===== src/rtl/instr_encoder.sv =====
// instr_encoder: packs OP-IMM/LOAD/STORE fields into RV32I words with sequential addresses
// through a single registered valid/ready stage; illegal requests are dropped and flagged.
module instr_encoder #(
    parameter int                ADDR_W    = 32,
    parameter logic [ADDR_W-1:0] BASE_ADDR = '0,
    parameter int                CNT_W     = 16
) (
    input  logic              clk,
    input  logic              rst,
    input  logic              restart,
    input  logic              in_valid,
    output logic              in_ready,
    input  logic [1:0]        fmt,
    input  logic [4:0]        rd,
    input  logic [4:0]        rs1,
    input  logic [4:0]        rs2,
    input  logic [2:0]        funct3,
    input  logic [31:0]       imm,
    output logic              out_valid,
    input  logic              out_ready,
    output logic [31:0]       out_instr,
    output logic [ADDR_W-1:0] out_addr,
    output logic [CNT_W-1:0]  word_count,
    output logic [CNT_W-1:0]  drop_count,
    output logic              err_range,
    output logic              err_fmt
);
    logic              r_valid;
    logic [31:0]       r_instr;
    logic [ADDR_W-1:0] r_out_addr;
    logic [ADDR_W-1:0] r_addr;
    logic [CNT_W-1:0]  r_word_count;
    logic [CNT_W-1:0]  r_drop_count;
    logic              r_err_range;
    logic              r_err_fmt;
    logic              w_accept;
    logic              w_fmt_bad;
    logic              w_range_bad;
    logic              w_legal;
    logic [6:0]        w_opcode;
    logic [31:0]       w_word;
    logic [ADDR_W-1:0] w_addr_now;
    // Value fits in 12 signed bits when imm[31:11] is a pure sign extension.
    assign w_range_bad = !((imm[31:11] == '0) || (imm[31:11] == '1));
    assign w_fmt_bad   = fmt == 2'd3;
    assign w_legal     = !w_range_bad && !w_fmt_bad;
    assign in_ready    = !r_valid || out_ready;
    assign w_accept    = in_valid && in_ready;
    assign w_opcode    = fmt == 2'd0 ? 7'b0010011 : 7'b0000011;
    assign w_word      = fmt == 2'd2 ? {imm[11:5], rs2, rs1, funct3, imm[4:0], 7'b0100011}
                                     : {imm[11:0], rs1, funct3, rd, w_opcode};
    assign w_addr_now  = restart ? BASE_ADDR : r_addr;
    always_ff @(posedge clk or posedge rst) begin
        if (rst) begin
            r_valid      <= 1'b0;
            r_instr      <= '0;
            r_out_addr   <= '0;
            r_addr       <= BASE_ADDR;
            r_word_count <= '0;
            r_drop_count <= '0;
            r_err_range  <= 1'b0;
            r_err_fmt    <= 1'b0;
        end else if (w_accept && w_legal) begin
            r_valid      <= 1'b1;
            r_instr      <= w_word;
            r_out_addr   <= w_addr_now;
            r_addr       <= w_addr_now + ADDR_W'(4);
            r_word_count <= &r_word_count ? r_word_count : r_word_count + 1'b1;
        end else begin
            if (out_ready) r_valid <= 1'b0;
            if (restart) r_addr <= BASE_ADDR;
            if (w_accept) begin
                r_drop_count <= &r_drop_count ? r_drop_count : r_drop_count + 1'b1;
                r_err_range  <= r_err_range | w_range_bad;
                r_err_fmt    <= r_err_fmt | w_fmt_bad;
            end
        end
    end
    assign out_valid  = r_valid;
    assign out_instr  = r_instr;
    assign out_addr   = r_out_addr;
    assign word_count = r_word_count;
    assign drop_count = r_drop_count;
    assign err_range  = r_err_range;
    assign err_fmt    = r_err_fmt;
endmodule

===== config.mk =====
export PLATFORM = sky130hd
export DESIGN_NAME = instr_encoder
export DESIGN_NICKNAME = d
export VERILOG_FILES = /design/src/rtl/instr_encoder.sv
export SDC_FILE = /design/constraint.sdc
export NUM_CORES = 1
export LEC_CHECK = 0
export ABC_AREA = 1
export BUFFER_PORTS_ARGS = -buffer_cell sky130_fd_sc_hd__buf_2
export CAP_MARGIN = 20
export CORE_ASPECT_RATIO = 0.6
export CORE_UTILIZATION = 61
export CTS_BUF_LIST = sky130_fd_sc_hd__clkbuf_2 sky130_fd_sc_hd__clkbuf_4 sky130_fd_sc_hd__clkbuf_8
export CTS_CLUSTER_SIZE = 8
export DETAILED_ROUTE_END_ITERATION = 10
export GPL_ROUTABILITY_DRIVEN = 0
export GPL_TIMING_DRIVEN = 0
export HOLD_SLACK_MARGIN = 0.06
export PLACE_DENSITY_LB_ADDON = 0.3
export SYNTH_ARGS = -nofsm -noshare
export SYNTH_HDL_FRONTEND = slang
export SYNTH_SLANG_ARGS = --single-unit

===== constraint.sdc =====
create_clock -name clk -period 6.62 [get_ports clk]
set_clock_uncertainty 0.1 [all_clocks]
set_input_delay 0.331 -clock clk [delete_from_list [all_inputs] [get_ports clk]]
set_output_delay 0.331 -clock clk [all_outputs]
set_load 0.01 [all_outputs]

== After elaboration in Yosys (flattened, before gate mapping) ==
Cells that the tools add are included.
Widths: inputs -> output; s select.

* Input port bits: 57
* Bits in registers: 131
* Memories: 0
* ROM bits: 0
* Bits in latches: 0
* RAM bits: 0

* Bitwise logic cells: 5
* Div/mod/pow operators: 0
* Magnitude comparators: 0
* Eq/ne operators: 3
* Add/sub/neg operators: 3
* Multiplexer cells: 6
* Shift operators: 0
* Reduce and logical (&&, ||, !) cells: 16
* Multiply operators: 0

{| class="wikitable"
|+ Operators with widths
! kind !! number
|-
| $mux 32 || 2
|-
| $add 16x1->16 const B || 2
|-
| $add 32x3->32 const B || 1
|-
| $reduce_and 16->1 || 2
|-
| $mux 25 || 1
|-
| $eq 21x21->1 const B || 1
|-
| $logic_not 21->1 || 1
|-
| $mux 5 || 1
|-
| $eq 2x2->1 const B || 2
|-
| $reduce_and 2->1 || 2
|-
| $logic_and 1x1->1 || 3
|-
| $logic_not 1->1 || 3
|-
| $not 1->1 || 3
|-
| $reduce_and 3->1 || 1
|-
| $logic_not 2->1 || 1
|-
| $logic_or 1x1->1 || 2
|-
| $mux 1 || 2
|-
| $or 1x1->1 || 2
|-
| $reduce_bool 2->1 || 1
|}

== Depth between registers and ports, before layout ==
Gate-level depths: netlist of the first run.

* Depth after elaboration: 6
* Depth in mapped cells: 13

== Worst setup path before layout of the first run ==
Ideal clock, no wire load.

* Path kind: input to register
* Start point: input port restart
* End point: register r_addr[16]
* Cell stages on the path: 11
* Path buffers: 2
* Library setup time: 126 ps
* Slack: 4,582 ps
* Arrival: 1,812 ps
* Path through: buf_6 buf_2 nor2_2 ha_1 nand3_1 nor2_1 nand3_1 nand2_1 nand2_1 nand2_1 o21ai_0

* Cells in the longest elaborated chain, start to end: 3

{| class="wikitable"
|+ RTL lines
! item !! RTL line !! source
|-
| start, declared || 10 || <nowiki>input logic restart,</nowiki>
|-
| $mux 32 || n/a ||
|-
| net w_addr_now[2] || 42 || <nowiki>logic [ADDR_W-1:0] w_addr_now;</nowiki>
|-
| $add 32x3->32 || 67 || <nowiki>r_addr <= w_addr_now + ADDR_W'(4);</nowiki>
|-
| $mux 32 || 63 || <nowiki>end else if (w_accept && w_legal) begin</nowiki>
|-
| end signal, assigned || 67 ||
|-
| end, declared || 31 || <nowiki>logic [ADDR_W-1:0] r_addr;</nowiki>
|}

The timed path passes the listed nets, and every way through them passes these cells.
A chain may end at the register's enable or synchronous reset.

== Final worst setup path of the first run ==
* Start point: register r_addr[2]
* End point: register r_addr[18]

* Cells in the longest elaborated chain, start to end: 3

{| class="wikitable"
|+ RTL lines
! item !! RTL line
|-
| $mux 32 || n/a
|-
| net w_addr_now[2] || 42
|-
| $add 32x3->32 || 67
|-
| $mux 32 || 63
|}

The timed path passes the listed nets, and every way through them passes these cells.

==> flow_summary.ini, run 1 <==
[outcome]
status = finished with violations
failed_checks = DRC

[critical_path]
slowest_stage = ha_1
critPathMaxStageDelay_ns = 0.36
cp_cell_sequence = inv_1, nor2_2, ha_1, nand3_1, inv_1, nand2_1, nor2_1, xor2_1, nand2_1, nand2_1
rrSetupSlack_ns = 4.37
path_max_fanout = 7
critical_path.top_delay_family = simple AND/OR/NAND/NOR gates
crit_top_cell = nand2_1
cp-start-kind = register
crit_arrival_ns = 2.54
critical_path_depth = 10
reg2reg_depth = 10
crit_buf_inv = 2
r2r_start = r_addr[2]$_DFF_PP0_
critPathRequiredTime_ns = 6.91
r2r-end = r_addr[18]$_DFF_PP0_
path_class = register to register
end_kind = register

[yosys]
synth_top_family_by_area = simple AND/OR/NAND/NOR gates
ys.flop_type = dfrtp_1
postSynthAreaPerCell_sq_um = 7.044
synth_compound_area_share_pct = 2.792
synth_area_sq_um = 6812
synth_top_area_share_pct = 46.66
synthCells = 967
synth-adder-area-share_pct = 0.5511
yosysUniqueCellTypes = 28
synth_seq_area_share_pct = 46.66
synth_xor_area_share_pct = 4.886
synth-seq-cells = 127
synth_edf_count = 0
synthTopCellsByArea = dfrtp_1 (47%), nand2_1 (26%), nor2_1 (6.3%)
ys.warnings.count = 0
synthMuxAreaShare_pct = 0
synth_top_area_cell = dfrtp_1
ys_async_sr_fraction_pct = 100.0
synth-simple-area-share_pct = 37.95

[route]
viasPerCell = 5.173
drc = 28
wl_per_cell_microns = 13.82
drt_first_pass_iters = 8
ant_nets = 0
drt-total-wl_mm = 18.09
drt_iter0_markers = 604
vias = 6771

[cells_and_area]
utilization_pct = 77.57
drive_above_1_share_pct = 19.40
multi_input_area_sq_um = 3157
syn2layout_area_growth_pct = 21.90
final-seq-area_sq_um = 3178
fill_cells = 815
antenna_cells = 0
final_nets = 1217

[die]
start_util_pct = 63.64
core_sq_um = 10700
die_area_sq_um = 11610
ios = 157
die_width_microns = 138.4
die_h_microns = 83.86
row_count = 29

[job]
maxCapViolCount = 0

[clock_tree]
cts_resized = 0
clk_latency_ns = 0.45
ctsHoldBuffers = 16
numClockSinks = 127
cts.path.max_buffers = 2
post_cts_buffers = 0
cts_made_buffers = 17
root_buffer = clkbuf_8
htreeDepth = 4
clk_pin_slew_ns = 0.07
cts_tree = built

[timing]
setup_viol = 0
setup_tns_ns = 0
fin_crit_sh_pct = 34.03
hold_violations = 0
maxSlewHeadroom_pct = 64.13
fin_ws_ns = 4.367
fin_crit_ns = 2.253
tightestPinTransition_ns = 0.5380
rsz0062_at_grt = false
hold_ws_ns = 0.07201
drv_slew = 0
fmax_mhz = 443.9

[power]
ir_worst_vdd_mv = 0.1330
power_mw = 1.544
leakagePower_nw = 4.605
powerDensity_nw_per_um2 = 186.0

[grt]
gr-total-overflow = 0
top_usage_layer = met2
grt_util_all_layers_pct = 32.74
grt_max_degree = 103
antenna_found_initial = 0
met1_usage_pct = 47.30
grt_use_met3_pct = 7.516
grt_pass1_wl_mm = 29.65
grt_use_met2_pct = 49.65
grt_pass1_vias = 6164

[place]
port-buffer-count = 152
dp_hpwl_mm = 13.28
preCtsSetupSlack_ns = 4.114

[min_path]
holdCritStartpoint = rd[0]
whs_endpoint = out_instr[7]$_DFFE_PP0P_
hold_class = input pin to register
hold_depth = 5
-- per-layer routing --
| metal | vias to the layer above | routed length [microns] |
|---|---|---|
| li1 | 3312 | - |
| met5 | - | 0 |
| met2 | 329 | 7796 |
| met1 | 3098 | 8162 |
| met4 | 0 | 270 |
| met3 | 32 | 1860 |
-- cell usage after synthesis, types with 3 or more instances --
master      n
xor2_1     23
nand3_1    47
nor2_1    114
buf_4      11
inv_1      76
dfrtp_1   127
xnor2_1    15
ha_1        3
o21ai_0    34
clkbuf_1    6
buf_2      15
nor2_2      5
nand4_1     6
nand2_1   463
nor3_1      5
-- power by group --
part	leakage, nW	internal [mW]	switching, mW
Clock	0.181	0.293	0.321
Combinational	2.67	0.0519	0.0723
Sequential	1.76	0.788	0.0173
-- metrics by stage --
stage,instances,instance area [sq um]
detailed placement,1261,7786
global placement,1260,7754
CTS,1309,8303
global route,1309,8303
finish,1309,8303
floorplan,969,6819
-- cell usage in the layout (no fill, tap or decap), types with 3 or more instances in the layout --
cell type      count
nor2_1           114
buf_2            167
dfrtp_1          127
clkinv_4           3
nor2_2             5
xnor2_1           15
clkbuf_1           6
xor2_1            23
nand3_1           47
clkinvlp_4         3
nor3_1             5
clkinv_2           7
clkbuf_8          17
buf_4             11
conb_1             3
inv_1             75
ha_1               3
o21ai_0           34
nand2_1          463
dlygate4sd3_1     16
nand4_1            6
-- worst register-to-register path, delay by kind of cell, from the launching register on --
kind          cells  cell delay, ns
buf+inv           2            0.22
fa+ha+maj         1            0.36
xor+xnor          1            0.18
simple gates      6            0.99
flops             1            0.35
-- kinds of logic after synthesis --
logic type,Yosys count
fa+ha+maj,3
xor+xnor,38
flops,127
other cells,1
simple gates,650
buf+inv,111
compound gates,37
-- final cells by class --
cell class | instances | share of cell area (%)
clock inverter | 15 | 1.477
sequential | 127 | 38.28
clock buffer | 17 | 2.818
inverter | 78 | 3.587
buffer | 33 | 2.306
tap | 139 | 2.095
timing repair buffer | 169 | 11.42
multi-input combinational | 731 | 38.02
-- sequential cells by signal, indices dropped and copies added (netlist names) --
register and cells:
out_addr 32, r_addr 32, out_instr 28, drop_count 16
word_count 16, err_fmt 1, err_range 1, out_valid 1
-- how the worst max path moves through the flow --
stage | startpoint | end | slack [ns]
6_report | r_addr[2]$_DFF_PP0_ | r_addr[18]$_DFF_PP0_ | 4.37
5_1_grt | r_addr[2]$_DFF_PP0_ | r_addr[18]$_DFF_PP0_ | 4.22
3_3_place_gp | rst | r_addr[31]$_DFF_PP0_ | 1.37
3_5_place_dp | restart | r_addr[18]$_DFF_PP0_ | 4.11
4_1_cts | r_addr[2]$_DFF_PP0_ | r_addr[18]$_DFF_PP0_ | 4.44
2_1_floorplan | rst | drop_count[0]$_DFFE_PP0P_ | 2.80
No activity file was read; power rests on OpenSTA's default activity.
==> run 2: changes to the inputs <==
Settings changed: CORE_UTILIZATION 61 to 51.
Clock period 6.62 ns to 1.9 ns, I/O delays scaled along.
==> flow_summary.ini, run 2 (synthesis gave the netlist of run 1 again) <==
[cells_and_area]
fill_cells = 1047
final_nets = 1261
design_area_sq_um = 9034
fin_cells = 1384
final_common_cell = nand2_1
drive_above_1_share_pct = 21.99
antenna_cells = 0
mostFrequentLayoutCells = nand2_1 (463), buf_2 (165), dfrtp_1 (127)
syn2layout_area_growth_pct = 32.62

[min_path]
hold_depth = 6
hold_class = input pin to register
holdCritStartpoint = restart
whs_endpoint = r_addr[5]$_DFF_PP0_

[die]
die_width_microns = 151.2
core_sq_um = 12930
row_count = 32
die_h_microns = 91.52
ios = 157
die_area_sq_um = 13840
start_util_pct = 52.67

[place]
dpl_cell_area_sq_um = 7856
port-buffer-count = 152
dp_hpwl_mm = 13.43
dp_cells = 1294

[critical_path]
rrSetupSlack_ns = 0.1
crit_arrival_ns = 2.08
r2r_start = r_addr[3]$_DFF_PP0_
path_max_fanout = 4
reg2reg_depth = 10
end_kind = register
path_class = register to register
cp-start-kind = register
critPathRequiredTime_ns = 2.18
r2r-end = r_addr[18]$_DFF_PP0_

[power]
power_mw = 6.238
leakagePower_nw = 4.917
powerDensity_nw_per_um2 = 690.5
ir_worst_vdd_mv = 0.3946

[grt]
grt_max_degree = 42
gr-total-overflow = 0
top_usage_layer = met1
grt_pass1_vias = 6411
grt_util_all_layers_pct = 29.66
antenna_found_initial = 0
grt_use_met3_pct = 7.739
grt_pass1_wl_mm = 31.57
met1_usage_pct = 44.73
grt_use_met2_pct = 41.29

[clock_tree]
root_buffer = clkbuf_8
cts_made_buffers = 17
cts.path.max_buffers = 2
cts_tree = built
clk_latency_ns = 0.45
htreeDepth = 4
clk_pin_slew_ns = 0.09
numClockSinks = 127

[route]
drt_first_pass_iters = 5
vias = 6891
drt_iter0_markers = 504
viasPerCell = 4.979
drc = 0
wl_per_cell_microns = 13.76
ant_nets = 0
drt-total-wl_mm = 19.04

[timing]
fmax_mhz = 554.5
hold_violations = 0
drv_slew = 0
fin_crit_sh_pct = 94.91
fin_crit_ns = 1.803
setup_viol = 0
hold_ws_ns = 0.03372
setup_tns_ns = 0

[job]
maxCapViolCount = 0

[outcome]
status = completed
run 2: cell count changes in the layout (fill, tap and decap cells not counted), sizes merged:
cell | previous run | this run
buf | 180 | 192
bufinv | 1 | 6
clkinv | 10 | 5
clkinvlp | 3 | 1
dlygate4sd3 | 16 | 46
dlymetal6s4s | 0 | 2
inv | 79 | 81
run 2: layout make-up:
class | count | area, sq um | share of cell area [%]
Sequential cell | 127 | 3178 | 35.18
Buffer | 32 | 195.2 | 2.161
Timing Repair Buffer | 214 | 1389 | 15.37
Multi-Input combinational cell | 731 | 3273 | 36.23
Clock buffer | 17 | 234.0 | 2.590
Tap cell | 170 | 212.7 | 2.355
Inverter | 78 | 296.5 | 3.283
Clock inverter | 15 | 255.2 | 2.825
run 2: worst max-delay path, cell delays in order, from the launching register on:
cell and delay (ns):
dfrtp_1 0.39, inv_1 0.08, nor2_4 0.12, ha_2 0.23, nand3_4 0.12, inv_2 0.09
nand2_1 0.12, nor2_2 0.18, xor2_1 0.17, nand2_1 0.06, nand2_1 0.07
run 2: per-stage QoR:
stage          setup WS [ns]  util, %
2_1_floorplan        0.09793        -
6_report             0.09673    69.85
3_3_place_gp         -0.7119    60.28
5_1_grt            -0.001236    69.85
3_5_place_dp         -0.3781    60.75
4_1_cts             0.001710    68.68
run 2: where the power goes:
group          switching, mW  leakage, nW  total, mW  internal, mW
logic                  0.279         2.91      0.532         0.253
registers             0.0539         1.76       2.80          2.75
clock network           1.19        0.246       2.91          1.72
total                   1.52         4.92       6.24          4.72
run 2: timing repair:
item / in CTS / in global routing
setup endpoints to repair: 29 / 53
pin swaps: 3 / 4
gates resized for setup: 9 / 38
hold buffers: 48 / 0
buffers inserted: 3 / 8
hold endpoints to repair: 97 / 0
run 2: how the worst max path moves through the flow:
| stage | from | endpoint | depth (start not counted) |
|---|---|---|---|
| 6_report | r_addr[3]$_DFF_PP0_ | r_addr[18]$_DFF_PP0_ | 10 |
| 5_1_grt | r_addr[3]$_DFF_PP0_ | r_addr[14]$_DFF_PP0_ | 10 |
| 4_1_cts | r_addr[2]$_DFF_PP0_ | r_addr[18]$_DFF_PP0_ | 10 |
| 3_5_place_dp | restart | r_addr[16]$_DFF_PP0_ | 11 |
| 3_3_place_gp | rst | r_addr[14]$_DFF_PP0_ | 2 |
| 2_1_floorplan | restart | r_addr[16]$_DFF_PP0_ | 11 |
run 2: routing by layer:
layer,vias up,share of wire [%]
li1,3418,-
met1,3147,48
met2,293,41
met3,33,9.2
met4,0,1.5
met5,-,0
==> run 3: changes to the inputs <==
Settings changed: ABC_AREA 1 to not set, CORE_UTILIZATION 51 to 49.
==> flow_summary.ini, run 3 <==
[outcome]
status = finished with violations
failed_checks = setup timing

[yosys]
ys.warnings.count = 0
postSynthAreaPerCell_sq_um = 9.887
yosysUniqueCellTypes = 37
synthCells = 583
synthTopCellsByArea = dfrtp_1 (55%), nand2_1 (7.7%), xnor2_1 (7.4%)
synth_area_sq_um = 5764
ys_async_sr_fraction_pct = 100.0
synth_commonest_cells = dfrtp_1 (127), nand2_1 (118), xnor2_1 (49)
synth_top_area_cell = dfrtp_1
synth-seq-cells = 127
synth_edf_count = 0
synth.most_common_cell = dfrtp_1
synth_top_area_share_pct = 55.13
ys.flop_type = dfrtp_1
synth_seq_area_share_pct = 55.13

[grt]
gr-total-overflow = 0
grt_pass1_wl_mm = 26.67
grt_pass1_vias = 5326
grt_max_degree = 44
antenna_found_initial = 0
grt_util_all_layers_pct = 28.57

[power]
intPower_mw = 4.681
power_frac_clock_pct = 42.1
power.net_switching_mw = 1.444
combPwrFrac_pct = 11.0
ir_worst_vdd_mv = 0.4988
power_mw = 6.125
switching_share_pct = 23.58
leakagePower_nw = 4.191
seqPwrFrac_pct = 46.8
powerDensity_nw_per_um2 = 717.5

[cells_and_area]
final_common_cell = buf_2
final_nets = 907
fill_cells = 815
utilization_pct = 75.05
drive_above_1_share_pct = 38.88
final-seq-area_sq_um = 3184
design_area_sq_um = 8536
antenna_cells = 0
mostFrequentLayoutCells = buf_2 (157), dfrtp_1 (122), nand2_1 (115)
multi_input_area_sq_um = 2846
syn2layout_area_growth_pct = 48.08

[route]
drc = 0
ant_nets = 0
drt_iter0_markers = 259
viasPerCell = 5.298
drt-total-wl_mm = 17.74
drt_first_pass_iters = 5
wl_per_cell_microns = 17.41
vias = 5399

[place]
dpl_cell_area_sq_um = 6862
preCtsSetupSlack_ns = -0.6665
dp_hpwl_mm = 11.12
port-buffer-count = 153

[clock_tree]
htreeDepth = 4
root_buffer = clkbuf_8
cts_made_buffers = 17
clk_pin_slew_ns = 0.07
numClockSinks = 127
clk_latency_ns = 0.43
cts_tree = built
cts.path.max_buffers = 2

[die]
start_util_pct = 50.68
ios = 157
die_h_microns = 86.02
die_area_sq_um = 12220
die_width_microns = 142.0
row_count = 30
core_sq_um = 11370

[critical_path]
end_kind = register
crit_arrival_ns = 2.16
cp-start-kind = register
path_class = register to register
path_max_fanout = 5
critPathRequiredTime_ns = 2.09

[timing]
fin_crit_ns = 1.971
fin_crit_sh_pct = 103.7
tightestPinTransition_ns = 0.8530
rsz0062_at_grt = true
setup_tns_ns = -0.1798
fin_ws_ns = -0.07088
hold_violations = 0
maxSlewHeadroom_pct = 43.13
fmax_mhz = 507.4
setup_viol = 5
drv_slew = 0

[job]
maxCapViolCount = 0

[min_path]
hold_class = input pin to register
run 3: cells by family (layout without fill, tap and decap cells):
group / count (synthesis) / after routing / share of synthesized area (%)
simple gates: 291 / 291 / 24.64
flops: 127 / 127 / 55.13
compound gates: 53 / 53 / 5.339
xor+xnor: 53 / 53 / 8.053
buf+inv: 37 / 311 / 2.822
mux: 18 / 18 / 3.299
fa+ha+maj: 3 / 3 / 0.6513
other cells: 1 / 3 / 0.06506
run 3: layout make-up:
cell class | count | share of cell area, %
Inverter | 3 | 0.1759
Buffer | 32 | 2.741
Clock inverter | 5 | 1.173
Multi-Input combinational cell | 421 | 33.35
Timing Repair Buffer | 245 | 18.94
Sequential cell | 127 | 37.31
Tap cell | 160 | 2.345
Clock buffer | 26 | 3.972
run 3: stage by stage:
step | std cells | hold slack [ns]
6_report | 1019 | 0.1844
5_1_grt | 1019 | 0.1973
4_1_cts | 989 | 0.1719
3_5_place_dp | 901 | -0.04249
3_3_place_gp | 898 | 0.1968
2_1_floorplan | 585 | 0.09108
run 3: metal layers:
metal	vias to the layer above	GRT usage [%]	wire length (microns)	share of wire, %
met5	-	0	0	0
met4	0	10.65	483	2.7
met3	43	7.203	1113	6.3
met2	209	44.47	8330	47
met1	2640	38.81	7814	44
li1	2507	-	-	-
run 3: power by group through the flow:
stage / clock network (mW) / registers (mW) / logic, mW
finish: 2.58 / 2.87 / 0.677
global route: 2.73 / 2.87 / 0.731
CTS: 2.60 / 2.87 / 0.537
detailed placement: 0 / 2.91 / 0.463
global placement: 0 / 2.91 / 0.433
floorplan: 0 / 2.94 / 0.216
run 3: path summary, 6_finish.rpt:
check | start | to | slack [ns] | cells past startpoint
setup reg to reg | r_addr[3]$_DFF_PP0_ | r_addr[22]$_DFF_PP0_ | -0.07 | 8
hold / removal | restart | out_addr[28]$_DFFE_PP0P_ | 0.18 | 4
max in group asynchronous | rst | r_addr[5]$_DFF_PP0_ | 0.29 | 6
min in group asynchronous | rst | out_addr[1]$_DFFE_PP0P_ | 0.66 | 4
setup / recovery | r_addr[3]$_DFF_PP0_ | r_addr[22]$_DFF_PP0_ | -0.07 | 8
hold reg to reg | err_range$_DFFE_PP0P_ | err_range$_DFFE_PP0P_ | 0.35 | 1
run 3: critical path: stages, from the launching register on:
cell and delay (ns):
dfrtp_1 0.39, nand2b_1 0.10, inv_2 0.08, ha_4 0.16, nand3_2 0.10, or3_4 0.43, nor4_4 0.26, xnor2_1 0.15
nor2_1 0.06
run 3: what timing repair did:
item,CTS,global route
hold buffers,39,0
hold endpoints to repair,117,0
resized for setup,55,72
gates cloned,1,2
pin swaps,15,24
endpoints found under the setup margin,79,108
buffers inserted,18,29
